**config.mk**
```make
export PLATFORM = sky130hd
export DESIGN_NAME = adbg_core_halt_ctrl
export DESIGN_NICKNAME = d
export VERILOG_FILES = /design/src/rtl/adbg_halt_pkg.sv /design/src/rtl/adbg_core_halt_fsm.sv /design/src/rtl/adbg_core_halt_ctrl.sv
export SDC_FILE = /design/constraint.sdc
export NUM_CORES = 1
export LEC_CHECK = 0
export ABC_CLOCK_PERIOD_IN_PS = 2200
export CAP_MARGIN = 15
export CORE_UTILIZATION = 45
export CTS_BUF_LIST = sky130_fd_sc_hd__clkbuf_8
export DETAILED_ROUTE_END_ITERATION = 8
export HOLD_SLACK_MARGIN = 0.1
export PLACE_DENSITY = 0.68
export REMOVE_ABC_BUFFERS = 1
export SLEW_MARGIN = 40
export SYNTH_ARGS = -nofsm -noshare
export SYNTH_HDL_FRONTEND = slang
export SYNTH_SLANG_ARGS = --single-unit
```
**constraint.sdc**
```tcl
create_clock -name cpu_clk_i -period 2.2 [get_ports cpu_clk_i]
set_clock_uncertainty 0.2 [all_clocks]
set_input_delay 0.44 -clock cpu_clk_i [delete_from_list [all_inputs] [get_ports cpu_clk_i]]
set_output_delay 0.44 -clock cpu_clk_i [all_outputs]
set_load 0.02 [all_outputs]
```
**src/rtl/adbg_halt_pkg.sv**
```systemverilog
// Shared types and default constants for the CPU-side debug halt controller.
package adbg_halt_pkg;

    typedef enum logic [1:0] {
        RUN    = 2'd0,
        DRAIN  = 2'd1,
        HALTED = 2'd2,
        STEP   = 2'd3
    } halt_state_e;

    localparam int DEF_DRAIN_TIMEOUT = 255;
    localparam int DEF_CNT_W         = 8;

endpackage : adbg_halt_pkg

```
**src/rtl/adbg_core_halt_fsm.sv**
```systemverilog
// One core's halt FSM: orderly drain, confirmed halt, single step, forced halt on drain timeout.
module adbg_core_halt_fsm
    import adbg_halt_pkg::*;
#(
    parameter int DRAIN_TIMEOUT = DEF_DRAIN_TIMEOUT,
    parameter int CNT_W         = DEF_CNT_W
) (
    input  logic cpu_clk_i,
    input  logic cpu_rstn_i,
    input  logic stall,
    input  logic step,
    input  logic bp_hit,
    input  logic retire,
    input  logic idle,
    output logic core_halt,
    output logic bp,
    output logic halted,
    output logic timeout
);

    localparam logic [CNT_W-1:0] TIMEOUT_VAL = CNT_W'(DRAIN_TIMEOUT);

    halt_state_e      state, state_nxt;
    logic [CNT_W-1:0] cnt, cnt_nxt;
    logic             bp_nxt, timeout_nxt;

    always_comb begin
        // NOTE: every signal gets a default first so no path through the case infers a latch.
        state_nxt   = state;
        cnt_nxt     = '0;
        bp_nxt      = 1'b0;
        timeout_nxt = timeout;
        unique case (state)
            RUN: begin
                if (bp_hit || stall) begin
                    state_nxt = DRAIN;
                    bp_nxt    = bp_hit;
                end
            end
            DRAIN: begin
                // Idle wins over the timeout when both land on the same cycle.
                if (idle) begin
                    state_nxt = HALTED;
                end else if (cnt == TIMEOUT_VAL) begin
                    state_nxt   = HALTED;
                    timeout_nxt = 1'b1;
                end else begin
                    cnt_nxt = cnt + CNT_W'(1);
                end
            end
            HALTED: begin
                if (!stall) begin
                    state_nxt   = step ? STEP : RUN;
                    timeout_nxt = 1'b0;
                end
            end
            STEP: begin
                if (retire || bp_hit) begin
                    state_nxt = DRAIN;
                    bp_nxt    = 1'b1;
                end else if (stall) begin
                    state_nxt = DRAIN;
                end
            end
            default: state_nxt = RUN;
        endcase
    end

    always_ff @(posedge cpu_clk_i or negedge cpu_rstn_i) begin
        // NOTE: non-blocking assignments keep every register updating from pre-edge values.
        if (!cpu_rstn_i) begin
            state   <= RUN;
            cnt     <= '0;
            bp      <= 1'b0;
            timeout <= 1'b0;
        end else begin
            state   <= state_nxt;
            cnt     <= cnt_nxt;
            bp      <= bp_nxt;
            timeout <= timeout_nxt;
        end
    end

    // Decoded from the state register, so reset drops the halt request asynchronously.
    assign core_halt = (state == DRAIN) || (state == HALTED);
    assign halted    = (state == HALTED);

endmodule : adbg_core_halt_fsm

```
**src/rtl/adbg_core_halt_ctrl.sv**
```systemverilog
// CPU-side responder to the debug stall protocol: one independent halt FSM per core.
module adbg_core_halt_ctrl
    import adbg_halt_pkg::*;
#(
    parameter int NB_CORES      = 4,
    parameter int DRAIN_TIMEOUT = DEF_DRAIN_TIMEOUT,
    parameter int CNT_W         = DEF_CNT_W
) (
    input  logic                cpu_clk_i,
    input  logic                cpu_rstn_i,
    input  logic [NB_CORES-1:0] stall_i,
    input  logic [NB_CORES-1:0] step_i,
    input  logic [NB_CORES-1:0] core_bp_hit_i,
    input  logic [NB_CORES-1:0] core_retire_i,
    input  logic [NB_CORES-1:0] core_idle_i,
    output logic [NB_CORES-1:0] core_halt_o,
    output logic [NB_CORES-1:0] bp_o,
    output logic [NB_CORES-1:0] halted_o,
    output logic [NB_CORES-1:0] timeout_o
);

    for (genvar i = 0; i < NB_CORES; i++) begin : g_core
        adbg_core_halt_fsm #(
            .DRAIN_TIMEOUT (DRAIN_TIMEOUT),
            .CNT_W         (CNT_W)
        ) u_fsm (
            .cpu_clk_i  (cpu_clk_i),
            .cpu_rstn_i (cpu_rstn_i),
            .stall      (stall_i[i]),
            .step       (step_i[i]),
            .bp_hit     (core_bp_hit_i[i]),
            .retire     (core_retire_i[i]),
            .idle       (core_idle_i[i]),
            .core_halt  (core_halt_o[i]),
            .bp         (bp_o[i]),
            .halted     (halted_o[i]),
            .timeout    (timeout_o[i])
        );
    end

endmodule : adbg_core_halt_ctrl
```
==> impl_metrics.yaml, run 1 <==
power:
  power_leakage_nw: 1.47
  power_density_mw_per_mm2: 912
  p_sw_share_pct: 36.3
  seqPwrFrac_pct: 38.3
  p_int_mw: 1.88
  vdd_drop_max_mv: 0.592
  pwr-share-clk_pct: 19.2
  switchingPower_mw: 1.07
  pwr-share-comb_pct: 42.6
synth:
  synth_largest_area_cell: "dfrtp_1"
  synth.top_cell.area_share_pct: 43.5
  ys_seq_area_share_pct: 43.5
  syn_inst: 274
  ys_ff_latch: 48
  syn_area_mm2: 0.00276
  synth_cell_types: 39
  synth_area_per_cell_um2: 10.1
  yosys_warnings: 0
  synthTopCellsByArea: "dfrtp_1 43%, ha_1 9.1%, buf_4 4.6%"
drt:
  drtIter0Drc: 70
  ant_nets: 0
  drc_errors: 0
  vias_per_cell: 5.26
  vias: 2010
  wl_per_cell_um: 12.4
  wirelength_mm: 4.72
  drtPass1Iterations: 4
critical_path:
  worstPathRequired_ns: 1.56
  worst_r2r_startpoint: "g_core[2].u_fsm.cnt[0]"
  arrival_ns: 1.47
  crit_path_max_fanout: 4
  crit_buf_inv: 2
  slowest_delay_ns: 0.40
  reg2reg_slack_ns: 0.28
  end_kind: "output port"
  r2r_end: "g_core[2].u_fsm.state[0]"
  slowest_stage: "dfrtp_1"
  cpLargestDelayFamily: "buffers and inverters"
  rr_worst_depth: 5
  startpoint_type: "flop"
  worst-setup-path-type: "reg -> out"
  path_cells: "inv_1 > ha_1 > dlygate4sd2_1"
final_layout:
  num_antenna_cells: 0
  layout.area.seq_mm2: 0.00120
  fin_util_pct: 54.8
  drive_gt1_share_pct: 7.82
  areaGrowthSynthToFinish_pct: 17.4
  multi_input_area_mm2: 0.00137
  fin_nets: 349
  nFillCells: 544
die:
  dieWidth_um: 80.3
  fp.dieH_um: 80.3
  start_util_pct: 46.6
  die-area_mm2: 0.00645
  num_io_pins: 38
  core_mm2: 0.00592
  core.rowCount: 28
sta:
  setup_tns_ns: 0
  period_share_pct: 95.9
  slew_violations: 0
  relSlewSlack_pct: 71.5
  finalHoldViolCount: 0
  period_needed_ns: 2.11
  fmax_mhz: 474
  rsz0062_at_grt: "false"
  worst_slew_pin_slew_ns: 0.428
  finalSetupViolCount: 0
grt:
  grt_pass1_wl_mm: 8.30
  grt_use_total_pct: 16.6
  overflow: 0
  antenna_found_initial: 0
  grt_max_degree: 22
  first_global_vias: 1919
clocking:
  cts_root_buffer: "clkbuf_8"
  cts_buffers: 5
  clkTransAtPathRegs_ns: 0.08
  cts_buffer_depth: 2
  htreeDepth: 2
  cts_tree: "built"
  cts_sinks: 48
  clock_latency_ns: 0.30
status:
  outcome: "complete, no violations"
worst_hold_path:
  hp-start: "g_core[0].u_fsm.cnt[0]"
  hold-path-cell-count: 1
  whs_endpoint: "g_core[0].u_fsm.cnt[0]"
  hold_path_class: "reg -> reg"
placement:
  port_buffers: 37
  hpwl_mm: 3.49
  place.gp.congestion: 0.776
job:
  maxCapViolations: 0
[cells in the final DEF (no fill, tap or decap), types with 2 or more instances in the layout]
cell type and instances:
clkdlybuf4s15_1 2, and4_1 5, and3_1 6, nand4_1 5, a22oi_1 3, nand4b_1 3, nand3_1 9, o41ai_1 4
xor2_1 8, mux2_1 2, o311a_2 3, o31ai_1 4, nor2_1 21, clkdlybuf4s50_1 28, buf_4 4, mux2i_1 4
a21oi_1 13, a41o_1 2, nand2_1 23, and2_1 4, clkbuf_8 7, o21ai_0 11, nand2b_1 12, a22o_1 4
inv_1 17, nor2b_1 3, dlygate4sd2_1 6, xnor2_1 8, a41oi_1 2, ha_1 20, o21ai_2 2, dfrtp_1 48
[synth_stat cells (all sizes together)]
library cell,count
a21o,1
a21oi,13
a22o,4
a22oi,3
a31oi,1
a41o,2
a41oi,2
and2,4
and3,7
and4,6
buf,17
dfrtp,48
ha,20
inv,17
mux2,4
mux2i,4
nand2,23
nand2b,12
nand3,9
nand3b,1
nand4,5
nand4b,3
nor2,21
nor2b,3
nor3,1
nor3b,1
o21ai,14
o311a,4
o31ai,4
o41ai,4
xnor2,8
xor2,8
[power by group through the flow]
stage	logic, mW	registers [mW]	clock network [mW]
after floorplan	0.830	1.17	0
after global placement	1.32	1.14	0
after detailed placement	1.33	1.15	0
after CTS	1.27	1.13	0.590
after global routing	1.42	1.15	0.626
final	1.26	1.13	0.567
[logic make-up after synthesis]
logic type / Yosys count / share of synthesized area (%)
compound gates: 52 / 13.7
xor+xnor: 16 / 5.07
fa+ha+maj: 20 / 9.06
buf+inv: 34 / 6.93
flops: 48 / 43.5
mux: 8 / 3.22
simple gates: 96 / 18.5
[per-stage QoR]
step                      power, mW  std cells  hold WS, ns  area [µm²]  worst slack (ns)
after CTS                      2.99        382        0.265        3240            0.0753
final                          2.96        382        0.265        3240            0.0903
after global placement         2.46        374        0.217        3140             0.137
after floorplan                2.00        257      -0.0556        2630             0.458
after global routing           3.20        382        0.273        3240            0.0107
after detailed placement       2.47        374        0.210        3140             0.147
[state kept, by name, indices dropped and copies added, names as in the netlist]
register	cells
g_core.u_fsm.state	8
g_core.u_fsm.bp	4
g_core.u_fsm.cnt	32
g_core.u_fsm.timeout	4
[layer usage]
layer	wire, µm	vias up	global-route usage (%)
li1	-	1013	-
met1	2360	957	22.3
met2	2120	35	26.2
met3	191	5	4.77
met4	50	0	4.29
met5	0	-	0
[timing repair]
action,4_1_cts,5_1_grt
gates resized for setup,8,2
hold buffers,1,0
endpoints found under the hold margin,16,0
buffers inserted,0,0
setup endpoints to repair,8,2
cloned,0,0
[worst max path at each step]
stage,from,end,slack [ns],cells past startpoint
3_5_place_dp,g_core[0].u_fsm.state[1],core_halt_o[0],0.15,3
2_1_floorplan,g_core[3].u_fsm.cnt[0],g_core[3].u_fsm.state[0],0.46,5
3_3_place_gp,g_core[1].u_fsm.state[0],core_halt_o[1],0.14,3
4_1_cts,g_core[0].u_fsm.state[1],core_halt_o[0],0.08,3
6_report,g_core[1].u_fsm.state[0],core_halt_o[1],0.09,3
5_1_grt,g_core[2].u_fsm.state[0],core_halt_o[2],0.01,3
[worst register-to-register path, delay by kind of cell (launching register included)]
family	cells	cell delay, ns
AOI/OAI and AO/OA	2	0.45
DFF	1	0.42
muxes	1	0.32
adders and majority gates	1	0.25
and+or+nand+nor	1	0.17
[area by class of cell]
| cell class | instances | share of cell area, % |
|---|---|---|
| multi-input combinational | 192 | 42.2 |
| sequential | 48 | 37.1 |
| timing repair buffer | 43 | 12.9 |
| clock buffer | 7 | 2.97 |
| tap | 75 | 2.89 |
| inverter | 17 | 1.97 |
No activity file was read; power rests on OpenSTA's default activity.
==> run 2: changes to the inputs <==
GPL_TIMING_DRIVEN = 0   (was not set)
==> run 2 against run 1 <==
Design area fell by 1.2%. Clock power fell by 7.8%. Critical path type unchanged. Utilization fell by 0.68 points. Non-clock buffer count fell by 4. Wire length rose by 0.89%. Clock-buffer cell count fell by 1. Largest cell class unchanged. Via count fell by 0.25%. Hold slack got worse by 0.0090 ns. Global-route usage fell by 0.16 points.
==> impl_metrics.yaml, run 2 (same netlist as run 1, synthesis figures left out) <==
placement:
  hpwl_mm: 3.46
  place.gp.congestion: 0.803
  placed_cell_area_mm2: 0.00312
  port_buffers: 37
power:
  power_leakage_nw: 1.46
  p_sw_share_pct: 37.0
  pwr-share-clk_pct: 18.0
  pwr-share-comb_pct: 42.8
  power.total_mw: 2.90
  switchingPower_mw: 1.07
  seqPwrFrac_pct: 39.2
  vdd_drop_max_mv: 0.686
  power_density_mw_per_mm2: 904
  p_int_mw: 1.82
clocking:
  cts_buffers: 5
  clock_latency_ns: 0.29
  clkTransAtPathRegs_ns: 0.08
  htreeDepth: 2
  cts_sinks: 48
  post_cts.repair.setup_buffers: 0
  cts_root_buffer: "clkbuf_8"
  cts_tree: "built"
  cts_buffer_depth: 2
drt:
  wirelength_mm: 4.76
  drtPass1Iterations: 4
  vias_per_cell: 5.29
  drtIter0Drc: 56
  vias: 2005
  drc_errors: 0
  wl_per_cell_um: 12.6
  ant_nets: 0
critical_path:
  worst-setup-path-type: "reg -> out"
  setup.worst_path.start: "g_core[2].u_fsm.state[0]"
  arrival_ns: 1.48
  worst_r2r_startpoint: "g_core[2].u_fsm.cnt[0]"
  r2r_end: "g_core[2].u_fsm.state[0]"
  crit_path_max_fanout: 4
  end_kind: "output port"
  worstPathRequired_ns: 1.56
  reg2reg_slack_ns: 0.26
  startpoint_type: "flop"
  critPathCapture: "core_halt_o[2]"
  rr_worst_depth: 5
status:
  outcome: "complete, no violations"
die:
  core_mm2: 0.00592
  core.rowCount: 28
  fp.dieH_um: 80.3
  num_io_pins: 38
  die-area_mm2: 0.00645
  start_util_pct: 46.6
  dieWidth_um: 80.3
final_layout:
  final_common_cell: "dfrtp_1"
  largest_register_ffs: 32
  drive_gt1_share_pct: 6.58
  final_cell_mix: "48 x dfrtp_1, 28 x clkdlybuf4s50_1, 23 x nand2_1"
  areaGrowthSynthToFinish_pct: 15.9
  num_antenna_cells: 0
  largest-register: "g_core.u_fsm.cnt"
  fin_nets: 345
  fin_area_mm2: 0.00320
  top_regs: "g_core.u_fsm.cnt (32), g_core.u_fsm.state (8)"
  nFillCells: 557
sta:
  finalHoldViolCount: 0
  fmax_mhz: 472
  period_share_pct: 96.3
  rsz0062_at_grt: "false"
  finalSetupViolCount: 0
  relSlewSlack_pct: 80.2
  slew_violations: 0
  period_needed_ns: 2.12
  worst_slew_pin_slew_ns: 0.293
job:
  maxCapViolations: 0
grt:
  antenna_found_initial: 0
  grt_pass1_wl_mm: 8.19
  grt_use_total_pct: 16.4
  grt_max_degree: 28
  first_global_vias: 1892
  overflow: 0
worst_hold_path:
  hold_path_class: "reg -> reg"
run 2: cell types whose count changed in the layout (fill, tap and decap cells not counted), sizes merged:
cell / previous run / this run
dlygate4sd2: 6 / 7
clkdlybuf4s15: 2 / 0
inv: 17 / 19
buf: 6 / 2
run 2: per-layer routing:
layer / up-vias / share of wire, % / global-route usage, %
li1: 1013 / - / -
met1: 957 / 49 / 21.4
met2: 33 / 46 / 26.8
met3: 2 / 4.2 / 3.86
met4: 0 / 0.52 / 5.36
met5: - / 0 / 0
run 2: power by group through the flow:
stage	clock [mW]	combinational (mW)	sequential, mW
after floorplan	0	0.830	1.17
after global placement	0	1.28	1.15
after detailed placement	0	1.31	1.15
after CTS	0.553	1.26	1.14
after global routing	0.583	1.39	1.16
final	0.523	1.24	1.13
run 2: how the worst min path moves through the flow:
stage	startpoint	endpoint	slack (ns)	depth (start not counted)
CTS	g_core[0].u_fsm.cnt[0]	g_core[0].u_fsm.cnt[0]	0.26	1
global route	g_core[0].u_fsm.cnt[0]	g_core[0].u_fsm.cnt[0]	0.28	1
floorplan	cpu_rstn_i	g_core[0].u_fsm.bp	-0.06	0
detailed placement	cpu_rstn_i	g_core[0].u_fsm.state[0]	0.15	1
finish	g_core[0].u_fsm.cnt[0]	g_core[0].u_fsm.cnt[0]	0.26	1
global placement	g_core[0].u_fsm.cnt[0]	g_core[0].u_fsm.cnt[0]	0.24	1
run 2: area by class of cell:
cell class	instances	area, µm²	share of cell area (%)
clock buffer	6	82.6	2.58
multi-input combinational	192	1370	42.8
clock inverter	2	7.51	0.234
tap	75	93.8	2.93
sequential	48	1200	37.5
timing repair buffer	39	384	12.0
inverter	17	63.8	1.99
run 2: stage by stage:
step / util (%) / worst slack (ns) / setup TNS, ns / cells / hold WS, ns
2_1_floorplan: - / 0.458 / 0 / 257 / -0.0556
3_3_place_gp: 52.3 / -0.939 / -44.95 / 369 / 0.243
3_5_place_dp: 52.6 / 0.00862 / 0 / 370 / 0.152
4_1_cts: 54.1 / 0.0692 / 0 / 379 / 0.264
5_1_grt: 54.1 / 0.0102 / 0 / 379 / 0.277
6_report: 54.1 / 0.0823 / 0 / 379 / 0.256
run 2: timing repair:
action | in CTS | in global routing
resized for setup | 8 | 2
setup endpoints to repair | 8 | 1
hold endpoints to repair | 21 | 0
hold buffers | 1 | 0
gates cloned | 0 | 0
run 2: critical path: stages, from the launching register on:
cell and delay [ns]:
dfrtp_1 0.41, inv_1 0.08, ha_1 0.35, dlygate4sd2_1 0.35
